<file path="config.mk">
export PLATFORM = sky130hd
export DESIGN_NAME = queue_arbiter
export DESIGN_NICKNAME = d
export VERILOG_FILES = /design/src/rtl/queue_arbiter.sv
export SDC_FILE = /design/constraint.sdc
export NUM_CORES = 1
export LEC_CHECK = 0
export CAP_MARGIN = 30
export CORE_UTILIZATION = 45
export CTS_CLUSTER_SIZE = 14
export DETAILED_ROUTE_END_ITERATION = 7
export PLACE_DENSITY_LB_ADDON = 0.12
export SETUP_SLACK_MARGIN = 0.02
export SYNTH_ARGS = -nofsm -noshare
export SYNTH_HDL_FRONTEND = slang
export SYNTH_SLANG_ARGS = --single-unit
</file>
<file path="constraint.sdc">
create_clock -name clk -period 3.1 [get_ports clk]
set_input_delay 0.465 -clock clk [delete_from_list [all_inputs] [get_ports clk]]
set_output_delay 0.465 -clock clk [all_outputs]
set_load 0.1 [all_outputs]
</file>
<file path="src/rtl/queue_arbiter.sv">
// queue_arbiter: shares one byte queue between two round-robin producers and
// one consumer. Only one queue operation is issued at a time, and a shadow
// occupancy count stops enqueues when the queue is full and dequeues when it
// is empty. err is set and held when the queue flags disagree with that count.
module queue_arbiter #(
  parameter int DATA_WIDTH = 8,
  parameter int DEPTH      = 8,
  parameter int LVL_W      = 4
) (
  input  logic                  clk,
  input  logic                  rst,
  input  logic                  p0_req,
  input  logic [DATA_WIDTH-1:0] p0_data,
  output logic                  p0_gnt,
  input  logic                  p1_req,
  input  logic [DATA_WIDTH-1:0] p1_data,
  output logic                  p1_gnt,
  input  logic                  c_req,
  output logic                  c_valid,
  output logic [DATA_WIDTH-1:0] c_data,
  output logic [LVL_W-1:0]      level,
  output logic                  err,
  output logic                  q_rst,
  output logic                  q_enqueue,
  output logic                  q_dequeue,
  output logic                  q_peek,
  output logic [DATA_WIDTH-1:0] q_data_in,
  input  logic [DATA_WIDTH-1:0] q_data_out,
  input  logic                  q_is_empty,
  input  logic                  q_is_full
);

  typedef enum logic [1:0] {IDLE, WRITE, READ, RD_WAIT} state_t;

  localparam logic [LVL_W-1:0] LVL_FULL = LVL_W'(DEPTH);
  localparam logic [LVL_W-1:0] LVL_ONE  = LVL_W'(1);

  state_t                state_q, state_d;
  logic                  rr_q, rr_d;          // 1: p1 was granted last
  logic [LVL_W-1:0]      level_q, level_d;
  logic                  err_q, err_d;
  logic                  p0_gnt_q, p0_gnt_d;
  logic                  p1_gnt_q, p1_gnt_d;
  logic                  c_valid_q, c_valid_d;
  logic [DATA_WIDTH-1:0] c_data_q, c_data_d;
  logic                  enq_q, enq_d;
  logic                  deq_q, deq_d;
  logic [DATA_WIDTH-1:0] data_in_q, data_in_d;
  logic                  win_p1;

  // p1 wins if it is the only requester, or on a tie when p0 was granted last
  assign win_p1 = p1_req && (!p0_req || !rr_q);

  // Next-state and registered-output decode
  always_comb begin
    state_d   = state_q;
    rr_d      = rr_q;
    level_d   = level_q;
    err_d     = err_q;
    p0_gnt_d  = 1'b0;
    p1_gnt_d  = 1'b0;
    c_valid_d = 1'b0;
    c_data_d  = c_data_q;
    enq_d     = 1'b0;
    deq_d     = 1'b0;
    data_in_d = data_in_q;
    case (state_q)
      IDLE: begin
        if (((level_q == '0) != q_is_empty) || ((level_q == LVL_FULL) != q_is_full)) begin
          err_d = 1'b1;
        end
        if (c_req && (level_q != '0)) begin
          state_d = READ;
          deq_d   = 1'b1;
        end else if ((p0_req || p1_req) && (level_q != LVL_FULL)) begin
          state_d   = WRITE;
          enq_d     = 1'b1;
          rr_d      = win_p1;
          p0_gnt_d  = !win_p1;
          p1_gnt_d  = win_p1;
          data_in_d = win_p1 ? p1_data : p0_data;
        end
      end
      WRITE: begin
        level_d = level_q + LVL_ONE;
        state_d = IDLE;
      end
      READ: begin
        level_d = level_q - LVL_ONE;
        state_d = RD_WAIT;
      end
      RD_WAIT: begin
        c_data_d  = q_data_out;
        c_valid_d = 1'b1;
        state_d   = IDLE;
      end
      default: state_d = IDLE;
    endcase
  end

  // State and output registers; reset abandons any operation in flight
  always_ff @(posedge clk or negedge rst) begin
    if (!rst) begin
      state_q   <= IDLE;
      rr_q      <= 1'b1;
      level_q   <= '0;
      err_q     <= 1'b0;
      p0_gnt_q  <= 1'b0;
      p1_gnt_q  <= 1'b0;
      c_valid_q <= 1'b0;
      c_data_q  <= '0;
      enq_q     <= 1'b0;
      deq_q     <= 1'b0;
      data_in_q <= '0;
    end else begin
      state_q   <= state_d;
      rr_q      <= rr_d;
      level_q   <= level_d;
      err_q     <= err_d;
      p0_gnt_q  <= p0_gnt_d;
      p1_gnt_q  <= p1_gnt_d;
      c_valid_q <= c_valid_d;
      c_data_q  <= c_data_d;
      enq_q     <= enq_d;
      deq_q     <= deq_d;
      data_in_q <= data_in_d;
    end
  end

  assign p0_gnt    = p0_gnt_q;
  assign p1_gnt    = p1_gnt_q;
  assign c_valid   = c_valid_q;
  assign c_data    = c_data_q;
  assign level     = level_q;
  assign err       = err_q;
  assign q_enqueue = enq_q;
  assign q_dequeue = deq_q;
  assign q_data_in = data_in_q;
  assign q_rst     = ~rst;
  assign q_peek    = 1'b0;

endmodule

</file>
Word level (Yosys, flattened, before mapping)
Index checks and enable logic that the tools add are counted.

operators by class
  $add $sub $neg = 2
  equality and inequality tests = 8
  multiplexer cells = 17
  bitwise operators = 2
  reductions and logical operators = 16

operators by type and width
  kind                                                                    count
  1-bit 2-to-1 mux                                                        12
  8-bit 2-to-1 mux                                                        1
  4-bit one-hot mux with 2 select lines                                   1
  2-bit one-hot mux with 3 select lines                                   1
  4-bit by 1-bit adder with 4-bit output (second input constant)          1
  2-bit equality test (second input constant)                             2
  4-bit equality test (second input constant)                             1
  4-bit logical NOT                                                       1
  2-bit 2-to-1 mux                                                        2
  4-bit != test (second input constant)                                   1
  4-bit nonzero test                                                      1
  4-bit by 1-bit subtractor with 4-bit output (second input constant)     1
  1-bit logical AND                                                       3
  1-bit logical NOT                                                       3
  1-bit logical OR                                                        3
  3-bit != test (second input constant)                                   1
  3-bit AND reduction                                                     1
  2-bit by 1-bit equality test with 1-bit output (second input constant)  1
  2-bit logical NOT                                                       1
  1-bit != test                                                           2
  1-bit inverter                                                          2
  2-bit AND reduction                                                     1
  2-bit nonzero test                                                      1
  2-bit OR reduction                                                      1

word-level totals
  register bits after elaboration = 29
  output and inout bits = 28
  logic and storage cells = 56

Logic depth before layout (Yosys ltp)
  word-level depth = 7
  depth in mapped cells = 9

Worst setup path after synthesis
No wires, ideal clock.

  path kind = register -> register
  from = register level_q[0] (netlist: level[0])
  to = register data_in_q[0] (netlist: q_data_in[0])
  library setup time = 0.125 ns
  arrival time = 2.119 ns
  required time = 2.975 ns
  path slack = 0.856 ns
  cell stages (with the launch flop) = 8
  path buffers = 3
  cell sequence = dfrtp_1 -> clkbuf_2 -> nor3_1 -> a2111o_1 -> buf_6 -> buf_6 -> nand2_1 -> o21ai_1

on the way
  longest elaborated chain between the ends = 4

RTL lines
  element                            RTL line  text
  start, declared                    40        logic [LVL_W-1:0] level_q, level_d;
  start signal, assigned             118       level_q <= level_d;
  4-bit nonzero test                 72        if (c_req && (level_q != '0)) begin
  1-bit logical AND                  72
  1-bit inverter (no line)           --
  3-bit AND reduction (no line) (*)  --
  end signal, assigned               126       data_in_q <= data_in_d;
  end, declared                      48        logic [DATA_WIDTH-1:0] data_in_q, data_in_d;

Every way passes the cells marked *; elsewhere a longest branch is shown, timed or not.
A chain may end at the register's enable or synchronous reset.

Final worst setup path
  from = register level_q[1] (netlist: level[1])
  to = register rr_q

on the way
  longest elaborated chain between the ends = 4

RTL lines
  element                            RTL line  text
  4-bit nonzero test                 72
  1-bit logical AND                  72
  1-bit inverter (no line)           --
  3-bit AND reduction (no line) (*)  --
  end signal, assigned               117       rr_q <= rr_d;
  end, declared                      39        logic rr_q, rr_d;

Marked as above.

==> qor.yml <==
synthesis:
  synth_area_leader_cell: "dfrtp_1"
  synth_area_leaders: "dfrtp_1, mux2_2, mux2i_1"
  ys_warn_count: 0
  syn_nets: 153
  yosysTopAreaCellShare_pct: 51.3
  avgSynthCellArea_um2: 11.7
  async_flop_share_pct: 100
  synthesis.area_um2: 1370
  synthFlopType: "dfrtp_1"
  synth_cell_types: 37
  postSynthCellCount: 117
  ys_seq_area_share_pct: 53.3
  synth_edf_count: 0
  ys_seq_elements: 29
die:
  die_w_um: 57.1
  die-area_um2: 3260
  core_area_um2: 2810
  start_util_pct: 48.7
  ios: 59
  placementRows: 19
  die_h_um: 57.1
route:
  wl_per_cell_um: 13.7
  drc_errors: 8
  num_vias: 1068
  totalWireLength_mm: 2.82
  drt-vias-per-instance: 5.18
  top_layer: "met4"
  final_antenna_net_count: 0
  first_pass_iters: 6
  wl_met1_mm: 1.10
  dr_wl_met2_mm: 1.48
  met3_length_um: 190
  initialDrtViolationCount: 21
final_layout:
  layout-area-overhead-vs-synth_pct: 42.3
  antenna_cells: 0
  n_fill_cell: 229
  drive_above_1_share_pct: 28.0
  nets: 210
  post-route-util_pct: 69.2
placement:
  io_buffers: 57
  hpwl_mm: 2.15
  place_ws_ns: 1.02
  gp_congestion: 0.807
grt:
  grt_usage_pct: 19.7
  grt_pass1_vias: 1081
  grt_start_max_net_pins: 30
  antenna_found_initial: 0
  grt.overflow.total: 0
  grt_pass1_wl_mm: 4.77
setup_path:
  reg2reg_slack_ns: 1.21
  rr_worst_depth: 4
  r2r_start: "level[1]"
  crit_type: "reg2reg"
  startpoint_type: "register"
  cp.arrival_ns: 2.16
  r2r_end: "rr_q"
  end_kind: "register"
  cp_max_fo: 20
  required_ns: 3.37
clocking:
  clockBufferDepth: 2
  htree_levels: 2
  cts.sinks: 29
  cts_hold_buf: 0
  clk_pin_slew_ns: 0.09
  cts_root_buf: "clkbuf_4"
  cts_setup_buffers: 0
  cts_tree: "done"
  insertion_delay_ns: 0.32
  cts_buffers: 5
  cts_resized: 0
sta:
  worst_pin_slew_ns: 0.563
  fmax_ghz: 0.529
  slew_headroom_pct: 62.4
  finalMaxSlewViolations: 0
  rsz0062_at_grt: "no"
  hold_viol: 0
  period_share_pct: 61.0
  setup_viol: 0
  final.setup.tns_ns: 0
  clock_skew_ns: 0.00794
  period_minus_slack_ns: 1.89
  finalWorstSetupSlack_ns: 1.21
worst_hold_path:
  worstHoldStart: "err"
  hold_path_class: "reg2reg"
  hold_depth: 1
  holdPathEnd: "err"
status:
  violations: "DRC"
  run_status: "finished with violations"
run:
  timing.max_cap.violations: 0
placed cells by master (no fill, tap or decap), types with 2 or more instances in the layout:
cell type	n
clkbuf_4	5
buf_4	28
nor3_1	2
dfrtp_1	28
ha_1	5
nor3b_1	2
clkdlybuf4s50_1	30
nor2_1	3
inv_1	6
mux2i_1	8
xnor2_1	3
nand2_1	9
o21ai_0	3
mux2_2	10
clkbuf_8	2
a21oi_1	2
o21ai_1	8
xor2_1	2
state kept, by name, indices dropped and copies added, names as in the netlist:
| signal | count |
|---|---|
| state_q | 2 |
| q_enqueue | 1 |
| c_data | 8 |
| q_dequeue | 1 |
| level | 4 |
| c_valid | 1 |
| p0_gnt | 1 |
| p1_gnt | 1 |
| rr_q | 1 |
| err | 1 |
| q_data_in | 8 |
final cells by class:
type | instances | area, µm² | share of cell area (%)
clock inverter | 1 | 5.00 | 0.258
inverter | 6 | 22.5 | 1.16
timing repair buffer | 59 | 531 | 27.3
multi-input combinational | 73 | 553 | 28.5
sequential | 29 | 727 | 37.4
clock buffer | 7 | 65.1 | 3.35
tap | 31 | 38.8 | 2.00
stage by stage:
| stage | hold slack, ns | std cells | cell area (µm²) |
|---|---|---|---|
| final | 0.477 | 206 | 1940 |
| after global routing | 0.489 | 206 | 1940 |
| after CTS | 0.482 | 206 | 1940 |
| after detailed placement | 0.462 | 198 | 1870 |
| after global placement | 0.458 | 198 | 1870 |
| after floorplan | 0.169 | 117 | 1370 |
per-layer routing:
layer | track usage [%] | vias up
li1 | - | 513
met1 | 22.0 | 504
met2 | 35.5 | 44
met3 | 4.99 | 7
met4 | 8.36 | 0
met5 | 0 | -
worst max-delay path by stage:
| stage | cells past startpoint | to | from | slack (ns) |
|---|---|---|---|---|
| after global placement | 5 | rr_q | p0_req | 1.09 |
| after floorplan | 7 | q_data_in[0] | level[0] | 0.86 |
| after global routing | 4 | rr_q | level[1] | 0.97 |
| after CTS | 4 | rr_q | level[1] | 1.19 |
| final | 4 | rr_q | level[1] | 1.21 |
| after detailed placement | 5 | q_data_in[6] | p0_req | 1.02 |
cell families (layout without fill, tap and decap cells):
logic type	count (synthesis)	in the layout	synth area share [%]
flops	29	29	53.3
compound gates	22	22	10.3
simple gates	22	22	8.07
mux	18	18	14.1
buf+inv	15	73	6.23
fa+ha+maj	5	5	4.58
xor+xnor	5	5	3.21
other cells	1	1	0.275
worst max-delay path, cell delays in order, from the launching register on:
cell and delay, ns:
dfrtp_1 0.49, nor3_1 0.45, a2111o_1 0.59, nor2b_1 0.13, a21o_1 0.18
cell usage after synthesis, types with 2 or more instances:
master    instances
dfrtp_1          28
mux2_2           10
nand2_1           9
mux2i_1           8
o21ai_1           8
inv_1             6
ha_1              5
buf_6             3
nor2_1            3
o21ai_0           3
xnor2_1           3
a21oi_1           2
clkbuf_1          2
nor3_1            2
nor3b_1           2
xor2_1            2
Power is left out: the tool's default activity adds up to more than one toggle a clock period on the data nets, which glitch-free logic cannot reach.
